===== src/rtl/mysystem_addr_sequencer.sv =====
// rtl/mysystem_addr_sequencer.sv - Avalon-MM address sequencer stepping cur through START..END
module mysystem_addr_sequencer #(
  parameter int DIV_W = 24
) (
  input  logic             clk,
  input  logic             reset_n,
  input  logic [2:0]       address,
  input  logic             chipselect,
  input  logic             write_n,
  input  logic [31:0]      writedata,
  output logic [31:0]      readdata,
  output logic [7:0]       out_port,
  output logic             step,
  output logic             irq
);

  localparam logic [0:0] IDLE = 1'b0;
  localparam logic [0:0] PLAY = 1'b1;

  localparam logic [2:0] A_CTRL   = 3'd0;
  localparam logic [2:0] A_START  = 3'd1;
  localparam logic [2:0] A_END    = 3'd2;
  localparam logic [2:0] A_DIV    = 3'd3;
  localparam logic [2:0] A_STATUS = 3'd4;
  localparam logic [2:0] A_CUR    = 3'd5;

  logic [0:0]       state;
  logic             ctrl_run;
  logic             ctrl_loop;
  logic             ctrl_irq_en;
  logic [7:0]       start_r;
  logic [7:0]       end_r;
  logic [DIV_W-1:0] div_r;
  logic [7:0]       cur;
  logic [DIV_W-1:0] cnt;
  logic             done;

  logic wr_en;
  logic wr_ctrl;
  logic wr_status;
  logic wr_cur;
  logic done_set;
  logic done_clr;

  assign wr_en     = chipselect & ~write_n;
  assign wr_ctrl   = wr_en && (address == A_CTRL);
  assign wr_status = wr_en && (address == A_STATUS);
  assign wr_cur    = wr_en && (address == A_CUR);

  // A CTRL write in the same cycle pre-empts the end-of-sequence decision.
  assign done_set = (state == PLAY) && !wr_ctrl && (cnt == '0) &&
                    (cur == end_r) && !ctrl_loop;
  assign done_clr = wr_status && writedata[1];

  assign out_port = cur;

  always_ff @(posedge clk or negedge reset_n) begin
    if (!reset_n) begin
      state       <= IDLE;
      ctrl_run    <= 1'b0;
      ctrl_loop   <= 1'b0;
      ctrl_irq_en <= 1'b0;
      start_r     <= '0;
      end_r       <= '0;
      div_r       <= '0;
      cur         <= '0;
      cnt         <= '0;
      done        <= 1'b0;
      step        <= 1'b0;
      irq         <= 1'b0;
    end else begin
      step <= 1'b0;
      irq  <= done & ctrl_irq_en;

      if (wr_en && address == A_START) start_r <= writedata[7:0];
      if (wr_en && address == A_END)   end_r   <= writedata[7:0];
      if (wr_en && address == A_DIV)   div_r   <= writedata[DIV_W-1:0];

      if (done_set)      done <= 1'b1;
      else if (done_clr) done <= 1'b0;

      if (wr_ctrl) begin
        ctrl_run    <= writedata[0];
        ctrl_loop   <= writedata[1];
        ctrl_irq_en <= writedata[2];
        if (writedata[0]) begin
          cur   <= start_r;
          cnt   <= div_r;
          step  <= 1'b1;
          state <= PLAY;
        end else begin
          state <= IDLE;
        end
      end else if (state == PLAY) begin
        if (cnt != '0) begin
          cnt <= cnt - DIV_W'(1);
        end else if (cur != end_r) begin
          cur  <= cur + 8'd1;
          cnt  <= div_r;
          step <= 1'b1;
        end else if (ctrl_loop) begin
          cur  <= start_r;
          cnt  <= div_r;
          step <= 1'b1;
        end else begin
          state    <= IDLE;
          ctrl_run <= 1'b0;
        end
      end else if (wr_cur) begin
        cur <= writedata[7:0];
      end
    end
  end

  always_comb begin
    readdata = '0;
    case (address)
      A_CTRL:   readdata[2:0]       = {ctrl_irq_en, ctrl_loop, ctrl_run};
      A_START:  readdata[7:0]       = start_r;
      A_END:    readdata[7:0]       = end_r;
      A_DIV:    readdata[DIV_W-1:0] = div_r;
      A_STATUS: readdata[1:0]       = {done, state == PLAY};
      A_CUR:    readdata[7:0]       = cur;
      default:  readdata            = '0;
    endcase
  end

endmodule

===== config.mk =====
export PLATFORM = sky130hd
export DESIGN_NAME = mysystem_addr_sequencer
export DESIGN_NICKNAME = d
export VERILOG_FILES = /design/src/rtl/mysystem_addr_sequencer.sv
export SDC_FILE = /design/constraint.sdc
export NUM_CORES = 1
export LEC_CHECK = 0
export CAP_MARGIN = 20
export CORE_MARGIN = 2
export CORE_UTILIZATION = 41
export DETAILED_ROUTE_END_ITERATION = 10
export GPL_TIMING_DRIVEN = 1
export PLACE_DENSITY_LB_ADDON = 0.15
export SLEW_MARGIN = 10
export SYNTH_ARGS = -nofsm -noshare
export SYNTH_HDL_FRONTEND = slang
export SYNTH_SLANG_ARGS = --single-unit

===== constraint.sdc =====
create_clock -name clk -period 2.9 [get_ports clk]
set_input_delay 0.435 -clock clk [delete_from_list [all_inputs] [get_ports clk]]
set_output_delay 0.435 -clock clk [all_outputs]
set_load 0.01 [all_outputs]

==> results of run 1 <==
## metrics by stage
step	total power, mW	instances	setup WS (ns)	utilization (%)	instance area [um^2]
2_1_floorplan	2.365	488	0.4670	-	4674
3_3_place_gp	2.819	684	0.06152	50.97	5574
3_5_place_dp	2.848	684	0.04037	50.97	5574
4_1_cts	4.002	699	0.03025	53.70	5872
5_1_grt	4.203	702	0.001659	54.21	5928
6_report	3.999	702	0.1206	54.21	5928
## area by class of cell
class	instances	area share, %
multi-input cells	354	41.52
flip-flops and latches	79	33.35
repair buffers	98	16.15
clock buffers	10	4.031
well taps	140	2.955
inverters	16	1.013
clock inverters	5	0.9920
## repair_timing
action / CTS / global route
hold endpoints to repair: 0 / 16
resized for setup: 0 / 2
hold buffers: 0 / 1
endpoints found under the setup margin: 0 / 16
## worst max-delay path, stage by stage
cell             delay, ns
clkdlybuf4s50_1       0.59
buf_12                0.18
nor2b_1               0.21
a22oi_1               0.12
o22ai_1               0.22
clkdlybuf4s50_1       0.60
## worst max-delay path by stage
stage                                  from            endpoint  slack [ns]  cells past startpoint
floorplan           out_port[3]$_DFFE_PN0P_  cnt[1]$_DFFE_PN0P_        0.47                      8
global placement                 address[0]         readdata[5]        0.06                      7
detailed placement               address[0]         readdata[5]        0.04                      7
CTS                              address[0]         readdata[5]        0.03                      7
global route                     address[0]        readdata[11]       0.002                      6
finish                           address[0]         readdata[0]        0.12                      6
## layout by cell type (no fill, tap or decap), types with 9 or more instances in the layout
cell	n
nor2_1	24
and3_1	18
a21oi_1	22
mux2_2	45
o22ai_1	22
clkdlybuf4s50_1	63
clkbuf_16	9
o21ai_0	12
a31oi_1	13
xnor2_1	11
nand2_1	38
nand3_1	17
dfrtp_1	79
buf_4	29
a22oi_1	11
o21ai_1	14
nor3_1	9
inv_1	15
## report_power, final
group | total (mW) | internal [mW] | switching, mW
registers | 1.73 | 1.38 | 0.345
logic | 1.13 | 0.583 | 0.549
clock network | 1.14 | 0.685 | 0.454
## sequential cells by signal, indices dropped and copies added, names as in the netlist
name         count
done             1
irq              1
end_r            8
start_r          8
out_port         8
state            1
cnt             24
ctrl_irq_en      1
div_r           24
ctrl_loop        1
step             1
ctrl_run         1
## metal layers
metal / part of all wire (%) / vias to the layer above / GRT usage [%]
met5: 0 / - / 0
met4: 0.85 / 0 / 5.917
met3: 5.7 / 11 / 3.787
met2: 45 / 165 / 32.19
met1: 49 / 2098 / 33.65
li1: - / 1937 / -
## logic make-up (layout without fill, tap and decap cells)
family                   count (synthesis)  after routing  synth area share [%]
buffers and inverters                   56            129                 5.599
adder cells (fa/ha/maj)                  3              3                0.8076
flip-flops                              79             79                 42.53
AO/OA/AOI/OAI                          136            137                 20.05
XOR/XNOR                                12             12                 2.261
other                                    1              8               0.08068
AND/OR/NAND/NOR                        144            144                 16.12
multiplexers                            50             50                 12.54
==> metrics.cfg, run 1 <==
[timing]
tns_ns = 0
skew_ns = 0.006428
worst_slew_pin_slew_ns = 1.037
min_period_ns = 2.779
rsz0062_at_grt = no
slew_viol_final = 0
period_share_pct = 95.84
slew_headroom_pct = 30.43
setup_viol = 0
hold_viol_final = 0
fmaxAchievable_mhz = 359.8
hold-worst-slack_ns = 0.5133

[final_layout]
area_growth_pct = 27.54
register_area_um2 = 1977
multi_input_area_um2 = 2461
fill_cells = 1004
n_antenna_cell = 0
drive_above_1_share_pct = 20.28
nets = 600

[worst_setup_path]
timing.reg2reg.setup_slack_ns = 0.13
cp.arrival_ns = 2.34
critical_path_class = in -> out
rr_worst_depth = 7
startpoint_type = input port
end_kind = primary output
cp_data_required_time_ns = 2.47
cp_max_fo = 15
timing.rr.start = cnt[18]$_DFFE_PN0P_
reg2reg_to = out_port[0]$_DFFE_PN0P_

[yosys]
synth.area.top_cells = dfrtp_1, mux2_2, nand2_1
synth_area_um2 = 4648
ys_async_sr_fraction_pct = 100.0
synth_cells = 481
synth_edf_count = 0
synth.distinct_cells = 65
avgSynthCellArea_um2 = 9.664
synth_seq_cells = 79
synth_top_area_share_pct = 42.53
ys_seq_area_share_pct = 42.53
yosys_warnings = 0
synth.most_common_cell = dfrtp_1
ys_dominant_reg_cell = dfrtp_1
ys_top_cells_by_count = dfrtp_1, mux2_2, nand2_1
synth_top_area_cell = dfrtp_1

[cts]
htreeDepth = 3
cts_tree = done
root_buffer = clkbuf_16
post_cts_buffers = 0
insertion_delay_ns = 0.34
clk_pin_slew_ns = 0.06
cts.path.max_buffers = 2
numCtsBuffers = 9
clock_sinks = 79

[worst_hold_path]
worstHoldStart = ctrl_irq_en$_DFFE_PN0P_
hold_depth = 2
worstHoldEndpoint = ctrl_irq_en$_DFFE_PN0P_
min_path_type = reg -> reg

[drt]
vias_per_cell = 5.999
route.detailed.drc = 0
wire_per_inst_um = 19.40
ant_nets = 0
dr.pass1.iters = 4
dr_total_vias = 4211
routed_wl_mm = 13.62
drt-initial-drc-count = 262

[global_routing]
gr-total-overflow = 0
grt_pass1_wl_mm = 21.71
grt_usage_pct = 22.04
antenna_found_initial = 0
grt_pass1_vias = 4057
grt_max_degree = 80

[floorplanning]
core-area_um2 = 10940
die_height_um = 110.5
rows = 38
io_pins = 81
die_area_um2 = 12200
start_util_pct = 42.51
chipWidth_um = 110.5

[power_and_ir_drop]
p_leak_nw = 2.502
vdd_drop_max_uv = 299.4
p_per_area_nw_per_um2 = 674.6

[outcome]
status = complete, no violations

[job]
maxCapViolCount = 0

[placement]
portBuffers = 64
place.gp.congestion = 0.8757
hpwlAfterDp_mm = 9.421

Note: power is estimated with default switching activity, not from simulation.
==> run 2: changes to the inputs <==
--- a/config.mk
+++ b/config.mk
@@ -11,6 +11,7 @@
 export DETAILED_ROUTE_END_ITERATION = 10
 export GPL_TIMING_DRIVEN = 1
 export PLACE_DENSITY_LB_ADDON = 0.15
+export REMOVE_ABC_BUFFERS = 1
 export SLEW_MARGIN = 10
 export SYNTH_ARGS = -nofsm -noshare
 export SYNTH_HDL_FRONTEND = slang
==> run 2 against run 1 <==
Against the previous run: wire length decreased by 4.9%; first-iteration DRC count decreased by 12%; via count decreased by 2.4%; clock power about the same; final area decreased by 0.84%; register-to-register slack improved by 0.12 ns; die area unchanged; clock-buffer cell count unchanged; fmax increased by 0.20%; total power decreased by 1.2%; worst hold slack got worse by 0.50 ns; clock skew decreased by 0.0022 ns; critical path type unchanged; critical endpoint is now readdata[1]; largest cell class unchanged; highest routed layer unchanged.
==> metrics.cfg, run 2 (synthesized netlist as in run 1, its figures left out) <==
[cts]
clk_pin_slew_ns = 0.06  ; about the same
insertion_delay_ns = 0.33  ; about the same
cts_tree = done
clock_sinks = 79  ; unchanged
post_cts_buffers = 0  ; unchanged
hold_buffers = 0  ; unchanged
cts.path.max_buffers = 2  ; unchanged
htreeDepth = 3  ; unchanged
root_buffer = clkbuf_16
numCtsBuffers = 9  ; unchanged

[final_layout]
fill_cells = 1006  ; +0.20%
layout_common_cells = dfrtp_1, clkdlybuf4s50_1, mux2_2
final_cells = 699  ; -0.43%
final_common_cell = dfrtp_1
drive_above_1_share_pct = 20.04  ; -0.25 points
final_cell_area_um2 = 5878  ; -0.84%
nets = 598  ; -0.33%
area_growth_pct = 26.46
fin_util_pct = 53.75  ; -0.46 points
top_regs = cnt: 24 flops, div_r: 24 flops
n_antenna_cell = 0  ; unchanged

[global_routing]
gr-total-overflow = 0  ; unchanged
antenna_found_initial = 0  ; unchanged
grt_pass1_wl_mm = 20.95  ; -3.5%
grt_pass1_vias = 3926  ; -3.2%
grt_usage_pct = 21.24  ; -0.80 points
grt_max_degree = 80  ; unchanged

[power_and_ir_drop]
power.switching_mw = 1.304  ; -3.2%
power_frac_comb_pct = 28.7  ; +0.4 points
p_clk_share_pct = 28.2  ; -0.3 points
p_seq_share_pct = 43.2  ; about the same
vdd_drop_max_uv = 332.7  ; +11%
p_per_area_nw_per_um2 = 672.3  ; -0.34%
p_leak_nw = 2.488  ; -0.55%
sw_frac_of_total_pct = 33.01  ; -0.70 points
internal-power_mw = 2.647  ; -0.13%

[worst_setup_path]
reg2reg_to = out_port[6]$_DFFE_PN0P_
timing.reg2reg.setup_slack_ns = 0.25  ; +0.12 ns
cp_slowest_cell = clkdlybuf4s50_1
timing.rr.start = cnt[18]$_DFFE_PN0P_
cp.arrival_ns = 2.34  ; about the same
end_kind = primary output
crit_buf_inv = 3  ; unchanged
cp_data_required_time_ns = 2.47  ; about the same
cp_max_fo = 18  ; +3
crit_path_cell_trace = clkdlybuf4s50_1 > buf_12 > mux4_2 > mux2_2 > clkdlybuf4s50_1
critical_path_class = in -> out
crit_path_frequent_cell = clkdlybuf4s50_1
crit_family = buffers and inverters
rr_worst_depth = 6  ; -1
slowest_delay_ns = 0.50  ; -0.10 ns
startpoint_type = input port

[drt]
ant_nets = 0  ; unchanged
dr.pass1.iters = 5  ; +1
routed_wl_mm = 12.95  ; -4.9%
drt-initial-drc-count = 231  ; -12%
vias_per_cell = 5.878  ; -2.0%
dr_total_vias = 4109  ; -2.4%
route.detailed.drc = 0  ; unchanged
wire_per_inst_um = 18.53  ; -4.5%

[timing]
hold-worst-slack_ns = 0.01173  ; -0.5015 ns
rsz0062_at_grt = no
skew_ns = 0.004179  ; -0.002249 ns
worst_slew_pin_slew_ns = 0.6728  ; -0.3645 ns
slew_headroom_pct = 55.15  ; +25 points
min_period_ns = 2.774  ; -0.005509 ns
period_share_pct = 95.65  ; -0.19 points
hold_viol_final = 0  ; unchanged
fmaxAchievable_mhz = 360.5  ; +0.20%
setup_slack_ns = 0.1261  ; +0.005509 ns
setup_viol = 0  ; unchanged
slew_viol_final = 0  ; unchanged

[placement]
placedCellCount = 684  ; unchanged
place.gp.congestion = 0.8813  ; +0.64%
placed_area_um2 = 5562  ; -0.22%
post-place-ws_ns = 0.07199  ; +0.03161 ns
portBuffers = 64  ; unchanged
hpwlAfterDp_mm = 9.190  ; -2.5%

[floorplanning]
die_height_um = 110.5  ; unchanged
io_pins = 81  ; unchanged
start_util_pct = 42.51  ; unchanged
rows = 38  ; unchanged
chipWidth_um = 110.5  ; unchanged
die_area_um2 = 12200  ; unchanged
core-area_um2 = 10940  ; unchanged

[job]
maxCapViolCount = 0  ; unchanged

[outcome]
status = complete, no violations

[worst_hold_path]
min_path_type = in -> async

-- run 2: how the worst max path moves through the flow --
stage                                   end                start  slack, ns  cells after the start
CTS                             readdata[6]           address[0]        0.1                      7
global placement    out_port[5]$_DFFE_PN0P_           address[1]       0.09                     10
floorplan                cnt[1]$_DFFE_PN0P_  cnt[18]$_DFFE_PN0P_      -0.04                      5
detailed placement  out_port[5]$_DFFE_PN0P_           address[1]       0.07                     10
finish                          readdata[1]           address[0]       0.13                      5
global route                    readdata[6]           address[0]       0.06                      7
-- run 2: stage by stage --
stage	total power, mW	setup TNS (ns)
finish	3.952	0
global route	4.183	0
CTS	3.961	0
detailed placement	2.839	0
global placement	2.798	0
floorplan	2.330	-0.03519
-- run 2: what timing repair did --
action | 4_1_cts | 5_1_grt
gates resized for setup | 0 | 1
endpoints found under the hold margin | 0 | 0
setup endpoints to repair | 0 | 1
-- run 2: worst reg2reg max path: stages (launching register included) --
cell	delay, ns
dfrtp_1	0.43
or3_4	0.42
or4_4	0.50
or3_4	0.38
o31a_1	0.47
a211o_1	0.31
o21ai_1	0.07
-- run 2: cell type report --
type	count	area, um^2	share of cell area (%)
sequential	79	1977	33.63
tap	140	175.2	2.980
clock buffer	10	239.0	4.066
multi-input combinational	353	2449	41.66
clock inverter	4	47.55	0.8089
inverter	16	60.06	1.022
timing repair buffer	97	930.9	15.84
-- run 2: power by group through the flow --
stage / clock, mW / sequential, mW / combinational (mW)
CTS: 1.13 / 1.70 / 1.13
detailed placement: 0 / 1.72 / 1.12
global placement: 0 / 1.71 / 1.09
finish: 1.11 / 1.71 / 1.13
global route: 1.19 / 1.75 / 1.25
floorplan: 0 / 1.64 / 0.688
-- run 2: layer usage --
| metal | global-route usage (%) | up-vias | wire, um |
|---|---|---|---|
| met5 | 0 | - | 0 |
| met4 | 7.167 | 0 | 163 |
| met3 | 3.128 | 13 | 662 |
| met2 | 31.49 | 131 | 5916 |
| met1 | 31.75 | 2029 | 6209 |
| li1 | - | 1936 | - |
